### src/rtl/lsu_bus_if.sv
// Data-memory bus between the load/store unit and the SoC fabric:
// request/grant for the command phase, rvalid/err for the response phase.
interface lsu_bus_if;
  logic        req_o;
  logic        we_o;
  logic [31:0] addr_o;
  logic [31:0] wdata_o;
  logic [3:0]  wstrb_o;
  logic        gnt_i;
  logic        rvalid_i;
  logic [31:0] rdata_i;
  logic        err_i;

  modport master (
    output req_o, we_o, addr_o, wdata_o, wstrb_o,
    input  gnt_i, rvalid_i, rdata_i, err_i
  );

  modport slave (
    input  req_o, we_o, addr_o, wdata_o, wstrb_o,
    output gnt_i, rvalid_i, rdata_i, err_i
  );
endinterface

### src/rtl/lsu_controller.sv
// Load/store sequencer: one MEM-stage access at a time onto the data bus,
// holding the pipeline until a one-cycle DONE state releases it.
module lsu_controller #(
  parameter int TIMEOUT_CYCLES = 255
) (
  input  logic        clk,
  input  logic        reset,
  input  logic        mem_read_i,
  input  logic        mem_write_i,
  input  logic [2:0]  funct3_i,
  input  logic [31:0] addr_i,
  input  logic [31:0] wdata_i,
  output logic        stall_o,
  output logic [31:0] rdata_o,
  output logic        load_done_o,
  output logic        misaligned_o,
  output logic        bus_err_o,
  lsu_bus_if.master   bus
);

  localparam logic [1:0] S_IDLE     = 2'd0;
  localparam logic [1:0] S_REQ      = 2'd1;
  localparam logic [1:0] S_WAIT_RSP = 2'd2;
  localparam logic [1:0] S_DONE     = 2'd3;

  localparam int CNT_W = $clog2(TIMEOUT_CYCLES + 1);
  localparam logic [CNT_W-1:0] CNT_LAST = CNT_W'(TIMEOUT_CYCLES - 1);

  logic [1:0]       state_q, state_d;
  logic [CNT_W-1:0] cnt_q, cnt_d;
  logic [31:0]      addr_q, addr_d;
  logic [31:0]      wdata_q, wdata_d;
  logic [3:0]       wstrb_q, wstrb_d;
  logic [2:0]       funct3_q, funct3_d;
  logic             we_q, we_d;
  logic [31:0]      rdata_q, rdata_d;
  logic             load_done_q, load_done_d;
  logic             bus_err_q, bus_err_d;

  logic        access_req;
  logic        fault;
  logic [31:0] load_ext;
  logic [3:0]  wstrb_new;
  logic [31:0] wdata_new;

  assign access_req = mem_read_i | mem_write_i;
  assign fault = (funct3_i[1:0] == 2'b11) || (funct3_i[2:1] == 2'b11) ||
                 ((funct3_i[1:0] == 2'b01) && addr_i[0]) ||
                 ((funct3_i[1:0] == 2'b10) && (addr_i[1:0] != 2'b00));

  // Store lane placement; loads carry no strobes.
  always_comb begin
    wstrb_new = 4'b0000;
    wdata_new = wdata_i;
    if (mem_write_i) begin
      case (funct3_i[1:0])
        2'b00: begin
          wstrb_new = 4'b0001 << addr_i[1:0];
          wdata_new = {4{wdata_i[7:0]}};
        end
        2'b01: begin
          wstrb_new = 4'b0011 << addr_i[1:0];
          wdata_new = {2{wdata_i[15:0]}};
        end
        default: wstrb_new = 4'b1111;
      endcase
    end
  end

  // Load lane extraction from the latched access, funct3[2] selects zero-extension.
  always_comb begin
    logic [7:0]  byte_sel;
    logic [15:0] half_sel;
    byte_sel = bus.rdata_i[8*addr_q[1:0] +: 8];
    half_sel = addr_q[1] ? bus.rdata_i[31:16] : bus.rdata_i[15:0];
    case (funct3_q[1:0])
      2'b00:   load_ext = {{24{byte_sel[7] & ~funct3_q[2]}}, byte_sel};
      2'b01:   load_ext = {{16{half_sel[15] & ~funct3_q[2]}}, half_sel};
      default: load_ext = bus.rdata_i;
    endcase
  end

  always_comb begin
    state_d      = state_q;
    cnt_d        = cnt_q;
    addr_d       = addr_q;
    wdata_d      = wdata_q;
    wstrb_d      = wstrb_q;
    funct3_d     = funct3_q;
    we_d         = we_q;
    rdata_d      = rdata_q;
    load_done_d  = 1'b0;
    bus_err_d    = 1'b0;
    stall_o      = 1'b0;
    misaligned_o = 1'b0;
    bus.req_o    = 1'b0;

    case (state_q)
      S_IDLE: begin
        if (access_req) begin
          if (fault) begin
            misaligned_o = 1'b1;
          end else begin
            stall_o  = 1'b1;
            addr_d   = addr_i;
            wdata_d  = wdata_new;
            wstrb_d  = wstrb_new;
            funct3_d = funct3_i;
            we_d     = mem_write_i;
            cnt_d    = '0;
            state_d  = S_REQ;
          end
        end
      end
      S_REQ, S_WAIT_RSP: begin
        stall_o   = 1'b1;
        bus.req_o = (state_q == S_REQ);
        cnt_d     = cnt_q + CNT_W'(1);
        // A response in REQ only counts when it arrives together with the grant.
        if (bus.rvalid_i && (state_q == S_WAIT_RSP || bus.gnt_i)) begin
          state_d = S_DONE;
          if (bus.err_i) begin
            bus_err_d = 1'b1;
          end else if (!we_q) begin
            rdata_d     = load_ext;
            load_done_d = 1'b1;
          end
        end else if (cnt_q == CNT_LAST) begin
          bus_err_d = 1'b1;
          state_d   = S_DONE;
        end else if (state_q == S_REQ && bus.gnt_i) begin
          state_d = S_WAIT_RSP;
        end
      end
      default: state_d = S_IDLE;
    endcase
  end

  always_ff @(posedge clk) begin
    if (reset) begin
      state_q     <= S_IDLE;
      cnt_q       <= '0;
      addr_q      <= '0;
      wdata_q     <= '0;
      wstrb_q     <= '0;
      funct3_q    <= '0;
      we_q        <= 1'b0;
      rdata_q     <= '0;
      load_done_q <= 1'b0;
      bus_err_q   <= 1'b0;
    end else begin
      state_q     <= state_d;
      cnt_q       <= cnt_d;
      addr_q      <= addr_d;
      wdata_q     <= wdata_d;
      wstrb_q     <= wstrb_d;
      funct3_q    <= funct3_d;
      we_q        <= we_d;
      rdata_q     <= rdata_d;
      load_done_q <= load_done_d;
      bus_err_q   <= bus_err_d;
    end
  end

  assign bus.addr_o  = {addr_q[31:2], 2'b00};
  assign bus.wdata_o = wdata_q;
  assign bus.we_o    = we_q & (state_q == S_REQ);
  assign bus.wstrb_o = (state_q == S_REQ) ? wstrb_q : 4'b0000;
  assign rdata_o     = rdata_q;
  assign load_done_o = load_done_q;
  assign bus_err_o   = bus_err_q;

endmodule

### src/flat_wrapper.sv
// flat-port wrapper written by rule: the top's interface ports become plain ports
module lsu_controller_flat 
#(
  parameter int TIMEOUT_CYCLES = 255
)
  (clk, reset, mem_read_i, mem_write_i, funct3_i, addr_i, wdata_i, stall_o, rdata_o, load_done_o, misaligned_o, bus_err_o, bus_req_o, bus_we_o, bus_addr_o, bus_wdata_o, bus_wstrb_o, bus_gnt_i, bus_rvalid_i, bus_rdata_i, bus_err_i);
  lsu_bus_if bus_i ();
  input  logic clk;
  input  logic reset;
  input  logic mem_read_i;
  input  logic mem_write_i;
  input  logic [2:0] funct3_i;
  input  logic [31:0] addr_i;
  input  logic [31:0] wdata_i;
  output logic stall_o;
  output logic [31:0] rdata_o;
  output logic load_done_o;
  output logic misaligned_o;
  output logic bus_err_o;
  output wire logic [$bits(bus_i.req_o)-1:0] bus_req_o;
  output wire logic [$bits(bus_i.we_o)-1:0] bus_we_o;
  output wire logic [$bits(bus_i.addr_o)-1:0] bus_addr_o;
  output wire logic [$bits(bus_i.wdata_o)-1:0] bus_wdata_o;
  output wire logic [$bits(bus_i.wstrb_o)-1:0] bus_wstrb_o;
  input wire logic [$bits(bus_i.gnt_i)-1:0] bus_gnt_i;
  input wire logic [$bits(bus_i.rvalid_i)-1:0] bus_rvalid_i;
  input wire logic [$bits(bus_i.rdata_i)-1:0] bus_rdata_i;
  input wire logic [$bits(bus_i.err_i)-1:0] bus_err_i;
  assign bus_req_o = bus_i.req_o;
  assign bus_we_o = bus_i.we_o;
  assign bus_addr_o = bus_i.addr_o;
  assign bus_wdata_o = bus_i.wdata_o;
  assign bus_wstrb_o = bus_i.wstrb_o;
  assign bus_i.gnt_i = bus_gnt_i;
  assign bus_i.rvalid_i = bus_rvalid_i;
  assign bus_i.rdata_i = bus_rdata_i;
  assign bus_i.err_i = bus_err_i;
  lsu_controller #(.TIMEOUT_CYCLES(TIMEOUT_CYCLES)) u_core (.clk(clk), .reset(reset), .mem_read_i(mem_read_i), .mem_write_i(mem_write_i), .funct3_i(funct3_i), .addr_i(addr_i), .wdata_i(wdata_i), .stall_o(stall_o), .rdata_o(rdata_o), .load_done_o(load_done_o), .misaligned_o(misaligned_o), .bus_err_o(bus_err_o), .bus(bus_i));
endmodule
### config.mk
export PLATFORM = sky130hd
export DESIGN_NAME = lsu_controller_flat
export DESIGN_NICKNAME = d
export VERILOG_FILES = /design/src/rtl/lsu_bus_if.sv /design/src/rtl/lsu_controller.sv /design/src/flat_wrapper.sv
export SDC_FILE = /design/constraint.sdc
export NUM_CORES = 1
export LEC_CHECK = 0
export CORE_MARGIN = 3
export CORE_UTILIZATION = 35
export CTS_BUF_LIST = sky130_fd_sc_hd__clkbuf_8
export CTS_CLUSTER_DIAMETER = 100
export CTS_CLUSTER_SIZE = 10
export DETAILED_ROUTE_END_ITERATION = 10
export GPL_ROUTABILITY_DRIVEN = 0
export GPL_TIMING_DRIVEN = 0
export MAX_ROUTING_LAYER = met4
export PLACE_DENSITY = 0.67
export SETUP_SLACK_MARGIN = 0.15
export SYNTH_ARGS = -nofsm -noshare
export SYNTH_HDL_FRONTEND = slang
export SYNTH_SLANG_ARGS = --single-unit
### constraint.sdc
create_clock -name clk -period 3 [get_ports clk]
set_input_delay 0.9 -clock clk [delete_from_list [all_inputs] [get_ports clk]]
set_output_delay 0.9 -clock clk [all_outputs]
set_load 0.05 [all_outputs]
== After elaboration in Yosys (flattened, before gate mapping) ==
Cells that the tools add are included.

* Flip-flop bits (word level): 116
* Input bits: 106
* Output and inout bits: 106
* Logic and storage cells: 82

* $add $sub $neg: 1
* Equality and inequality tests: 11
* Shift operators: 3
* Multiplexer cells: 27
* Bitwise gates (word level): 10
* Reductions and logical operators: 20

{| class="wikitable"
|+ Operators by type and width
! kind !! count
|-
| $pmux 32 s2 || 2
|-
| $mux 32 || 1
|-
| $shiftx 32x6->8 || 1
|-
| $mux 16 || 1
|-
| $mux 8 || 2
|-
| $pmux 8 s2 || 1
|-
| $mux 1 || 10
|-
| $mux 2 || 5
|-
| $reduce_and 3->1 || 3
|-
| $add 8x1->8 const B || 1
|-
| $eq 2x2->1 const B || 4
|-
| $eq 8x8->1 const B || 1
|-
| $mux 4 || 2
|-
| $pmux 4 s2 || 1
|-
| $eq 2x1->1 const B || 3
|-
| $logic_not 2->1 || 3
|-
| $not 1->1 || 6
|-
| $logic_and 1x1->1 || 4
|-
| $logic_or 1x1->1 || 4
|-
| $ne 4x1->1 const B || 1
|-
| $pmux 2 s2 || 1
|-
| $reduce_and 4->1 || 1
|-
| $reduce_bool 2->1 || 2
|-
| $reduce_or 2->1 || 2
|-
| 8 further kinds || 10
|}

== Longest topological paths before layout ==
* Depth after elaboration: 7
* Gate-level depth with buffers: 9

== Worst setup path before layout ==
Ideal clock, no wire load.

* Path type: input port to output port
* Start: in funct3_i[0]
* End: out stall_o
* Arrival time: 2.635 ns
* Data required time: 2.100 ns
* Slack: -0.535 ns
* Stages on the path: 6
* Cells stage by stage: buf_2 o31a_1 o22ai_1 nand2_1 clkbuf_1 a21oi_1

* Longest elaborated chain between the ends: 7

{| class="wikitable"
|+ RTL lines
! item !! RTL line !! text
|-
| start, declared || flat_wrapper.sv:12 || <nowiki>input logic [2:0] funct3_i;</nowiki>
|-
| $eq 2x2->1 or $eq 2x1->1 (tied branches) || lsu_controller.sv:47, lsu_controller.sv:48 ||
|-
| $logic_or 1x1->1 or $logic_and 1x1->1 (tied branches) || lsu_controller.sv:47, lsu_controller.sv:48 ||
|-
| $logic_or 1x1->1 || lsu_controller.sv:47 || <nowiki>assign fault = (funct3_i[1:0] == 2'b11) || (funct3_i[2:1] == 2'b11) ||</nowiki>
|-
| $logic_or 1x1->1 * || lsu_controller.sv:48 || <nowiki>((funct3_i[1:0] == 2'b01) && addr_i[0]) ||</nowiki>
|-
| $mux 1 * || lsu_controller.sv:101 || <nowiki>if (fault) begin</nowiki>
|-
| $mux 1 * || lsu_controller.sv:100 || <nowiki>if (access_req) begin</nowiki>
|-
| $pmux 1 s2 * || lsu_controller.sv:98 || <nowiki>case (state_q)</nowiki>
|-
| end, declared || flat_wrapper.sv:15 || <nowiki>output logic stall_o;</nowiki>
|}

Mark *: on every way between the ends. The rest lies on a longest branch, timed or not.

== Worst setup path after layout ==
* Start: in mem_write_i
* End: out stall_o

* Longest elaborated chain between the ends: 3

{| class="wikitable"
|+ RTL lines
! item !! RTL line !! text
|-
| start, declared || flat_wrapper.sv:11 || <nowiki>input logic mem_write_i;</nowiki>
|-
| $or 1x1->1 || lsu_controller.sv:46 || <nowiki>assign access_req = mem_read_i | mem_write_i;</nowiki>
|-
| $mux 1 || lsu_controller.sv:100 ||
|-
| $pmux 1 s2 || lsu_controller.sv:98 ||
|}

No other way between the ends.

==> results.cfg <==
[outcome]
status = finished clean

[sta]
finalSetupTns_ns = 0
setup_violations = 0
rsz0062_at_grt = true
tightest_slew_ns = 0.730
hold_viol_final = 0
fin_skew_ns = 0.0122
slew_violations = 0
min_period_ns = 2.89
fmax_mhz = 346
timing.final.crit_share_pct = 96.4
hold_ws_ns = 0.450
maxSlewHeadroom_pct = 51.3

[route]
drc_errors = 0
vias = 5492
routed_via_density = 4.96
routed_wl_mm = 18.4
drt_iter0_markers = 252
wire_per_inst_um = 16.6
dr.pass1.iters = 5
ant_nets = 0

[power_and_ir_drop]
ir_worst_vdd_v = 0.000454
combPwrFrac_pct = 44.5
internal_power_w = 0.00357
p_seq_share_pct = 31.3
sw_frac_of_total_pct = 41.2
power.switching_w = 0.00250
total_power_w = 0.00607
power_frac_clock_pct = 24.2
p_leak_nw = 3.09
power_density_nw_per_um2 = 738

[setup_path]
reg2reg_depth = 9
crit_path_max_fanout = 10
cp.arrival_ns = 1.99
cpMaxStageDelayCell = dlygate4sd2_1
path_cells = dlygate4sd2_1 > nor2_4 > nor2b_2 > nand2_2 > clkbuf_8 > a21oi_4 > buf_6
crit_path_end_kind = primary output
r2r_start = u_core.state_q[0]$_SDFFE_PP0P_
r2r_slack_ns = 0.37
required_ns = 2.10
worst-setup-path-type = input port to primary output
worst_r2r_endpoint = u_core.rdata_o[24]$_SDFFE_PP0P_
startpoint_type = input port
slowest_delay_ns = 0.30

[clock_network]
clk_pin_slew_ns = 0.07
insertion_delay_ns = 0.44
root_buffer = clkbuf_8
cts_hold_buf = 0
cts-buffers-inserted = 17
ctsLongestPathBuffers = 2
cts_tree = built
htree_levels = 4
clock_sinks = 116

[finish]
layout-drive-gt1-share_pct = 13.3
mostFrequentLayoutCells = clkdlybuf4s50_1 (193), nand2_1 (135), dfxtp_1 (116), a21oi_1 (84), o21ai_0 (56)
nNetsFinal = 1022
area_growth_pct = 52.3
num_antenna_cells = 0
final_common_cell = clkdlybuf4s50_1

[synth]
synth_area_leaders = dfxtp_1 (43%), nand2_1 (9.5%), a21oi_1 (7.9%)
yosysTopAreaCellShare_pct = 43.0
synth_area_per_cell_um2 = 7.98
syn_inst = 677
async_reset_ff_share_pct = 0
syn_area_um2 = 5400
synth_top_flop_cell = dfxtp_1
yosysSeqAreaShare_pct = 43.0
synth_top_area_cell = dfxtp_1
ys_types = 49
ys_ff_latch = 116
yosysWarnings = 0
synth_edf_count = 0

[die]
rows = 44
design.die.area_um2 = 17000
fp.coreArea_um2 = 14800
die_h_um = 130
ioPinCount = 212
die_x_um = 130
start_util_pct = 36.5

[global_routing]
grt_start_max_net_pins = 17
grt_pass1_wl_mm = 28.1
grt_pass1_vias = 5352
grt_overflow = 0
grt_usage_pct = 22.2
grt_antenna_before_repair = 0

[placed_design]
hpwl_mm = 13.9
io_buffer_count = 206

[min_path]
min_path_type = flip-flop to flip-flop
whs_path_depth = 2
min-delay-start = u_core.wstrb_q[2]$_SDFFE_PP0P_
holdPathEnd = u_core.wstrb_q[2]$_SDFFE_PP0P_

[run]
maxCapViolCount = 0
## worst max-delay path: cells and delay by family
family,cells,cell delay (ns)
AOI/OAI and AO/OA,1,0.12
buffers and inverters,3,0.65
and+or+nand+nor,3,0.32
## kinds of logic after synthesis
group,Yosys count,synth area share [%]
buffers and inverters,100,9.94
other,1,0.0694
multiplexers,35,6.67
AO/OA/AOI/OAI,193,20.9
flip-flops,116,43.0
adder cells (fa/ha/maj),6,1.39
AND/OR/NAND/NOR,226,18.0
## how the worst max path moves through the flow
stage,from,to,slack (ns),cells past startpoint
global route,u_core.state_q[1]$_SDFFE_PP0P_,stall_o,0.02,7
finish,mem_write_i,stall_o,0.11,7
detailed placement,addr_i[1],stall_o,-1.12,7
CTS,u_core.state_q[0]$_SDFFE_PP0P_,stall_o,0.1,7
global placement,addr_i[1],stall_o,-1.13,7
floorplan,funct3_i[1],misaligned_o,0.07,4
## metrics by stage
stage / area (µm²) / utilization [%] / worst slack [ns] / instances
final: 8230 / 55.5 / 0.107 / 1107
after global routing: 8230 / 55.5 / 0.0221 / 1107
after CTS: 8220 / 55.5 / 0.0950 / 1107
after detailed placement: 7730 / 52.2 / -1.12 / 1068
after global placement: 7730 / 52.2 / -1.13 / 1068
after floorplan: 5440 / - / 0.0727 / 678
## flip-flops by register name (all words and copies together) (netlist names)
signal / count
u_core.cnt_q: 8
u_core.bus_err_o: 1
u_core.bus.wdata_o: 32
u_core.load_done_o: 1
u_core.state_q: 2
u_core.we_q: 1
u_core.addr_q: 32
u_core.wstrb_q: 4
u_core.funct3_q: 3
u_core.rdata_o: 32
## cell usage after synthesis (2+ instances only)
cell      number
o21ai_0       56
mux2_2         7
a221o_1        8
ha_1           6
dfxtp_1      116
a211oi_1      16
and2_1         7
o22ai_1        2
nand3_1       20
buf_2         15
nor3_1        15
clkbuf_1      30
buf_6          2
buf_1          2
nand2b_1       8
nand4_1        2
mux2i_1       27
a32o_1         3
a21oi_1       85
nor2b_1        3
buf_4         34
nand2_1      136
or3_1          3
o21ai_1       11
nor2_1        25
inv_1         15
## power groups by stage
stage	combinational, W	clock, W	sequential [W]
floorplan	0.00134	0	0.00235
finish	0.00270	0.00147	0.00190
CTS	0.00270	0.00150	0.00190
detailed placement	0.00264	0	0.00193
global route	0.00292	0.00157	0.00193
global placement	0.00263	0	0.00192
## layer usage
| metal | global-route usage (%) | wire length, µm |
|---|---|---|
| met5 | - | 0 |
| met2 | 34.7 | 8580 |
| met3 | 6.26 | 1370 |
| met1 | 27.8 | 8190 |
| met4 | 6.78 | 214 |
## timing repair
| action | in CTS | in global routing |
|---|---|---|
| buffers inserted | 7 | 0 |
| gates resized for setup | 46 | 17 |
| pin swaps | 3 | 2 |
| setup endpoints to repair | 8 | 27 |
## final cells by class
cell class                 count  area, µm²
inverter                      17       63.8
clock inverter                12        130
timing repair buffer         213       2110
clock buffer                  20        275
sequential                   116       2320
fill                        1430       6580
tap                          184        230
buffer                        83        495
multi-input combinational    462       2600
(Power assumes the default switching activity.)
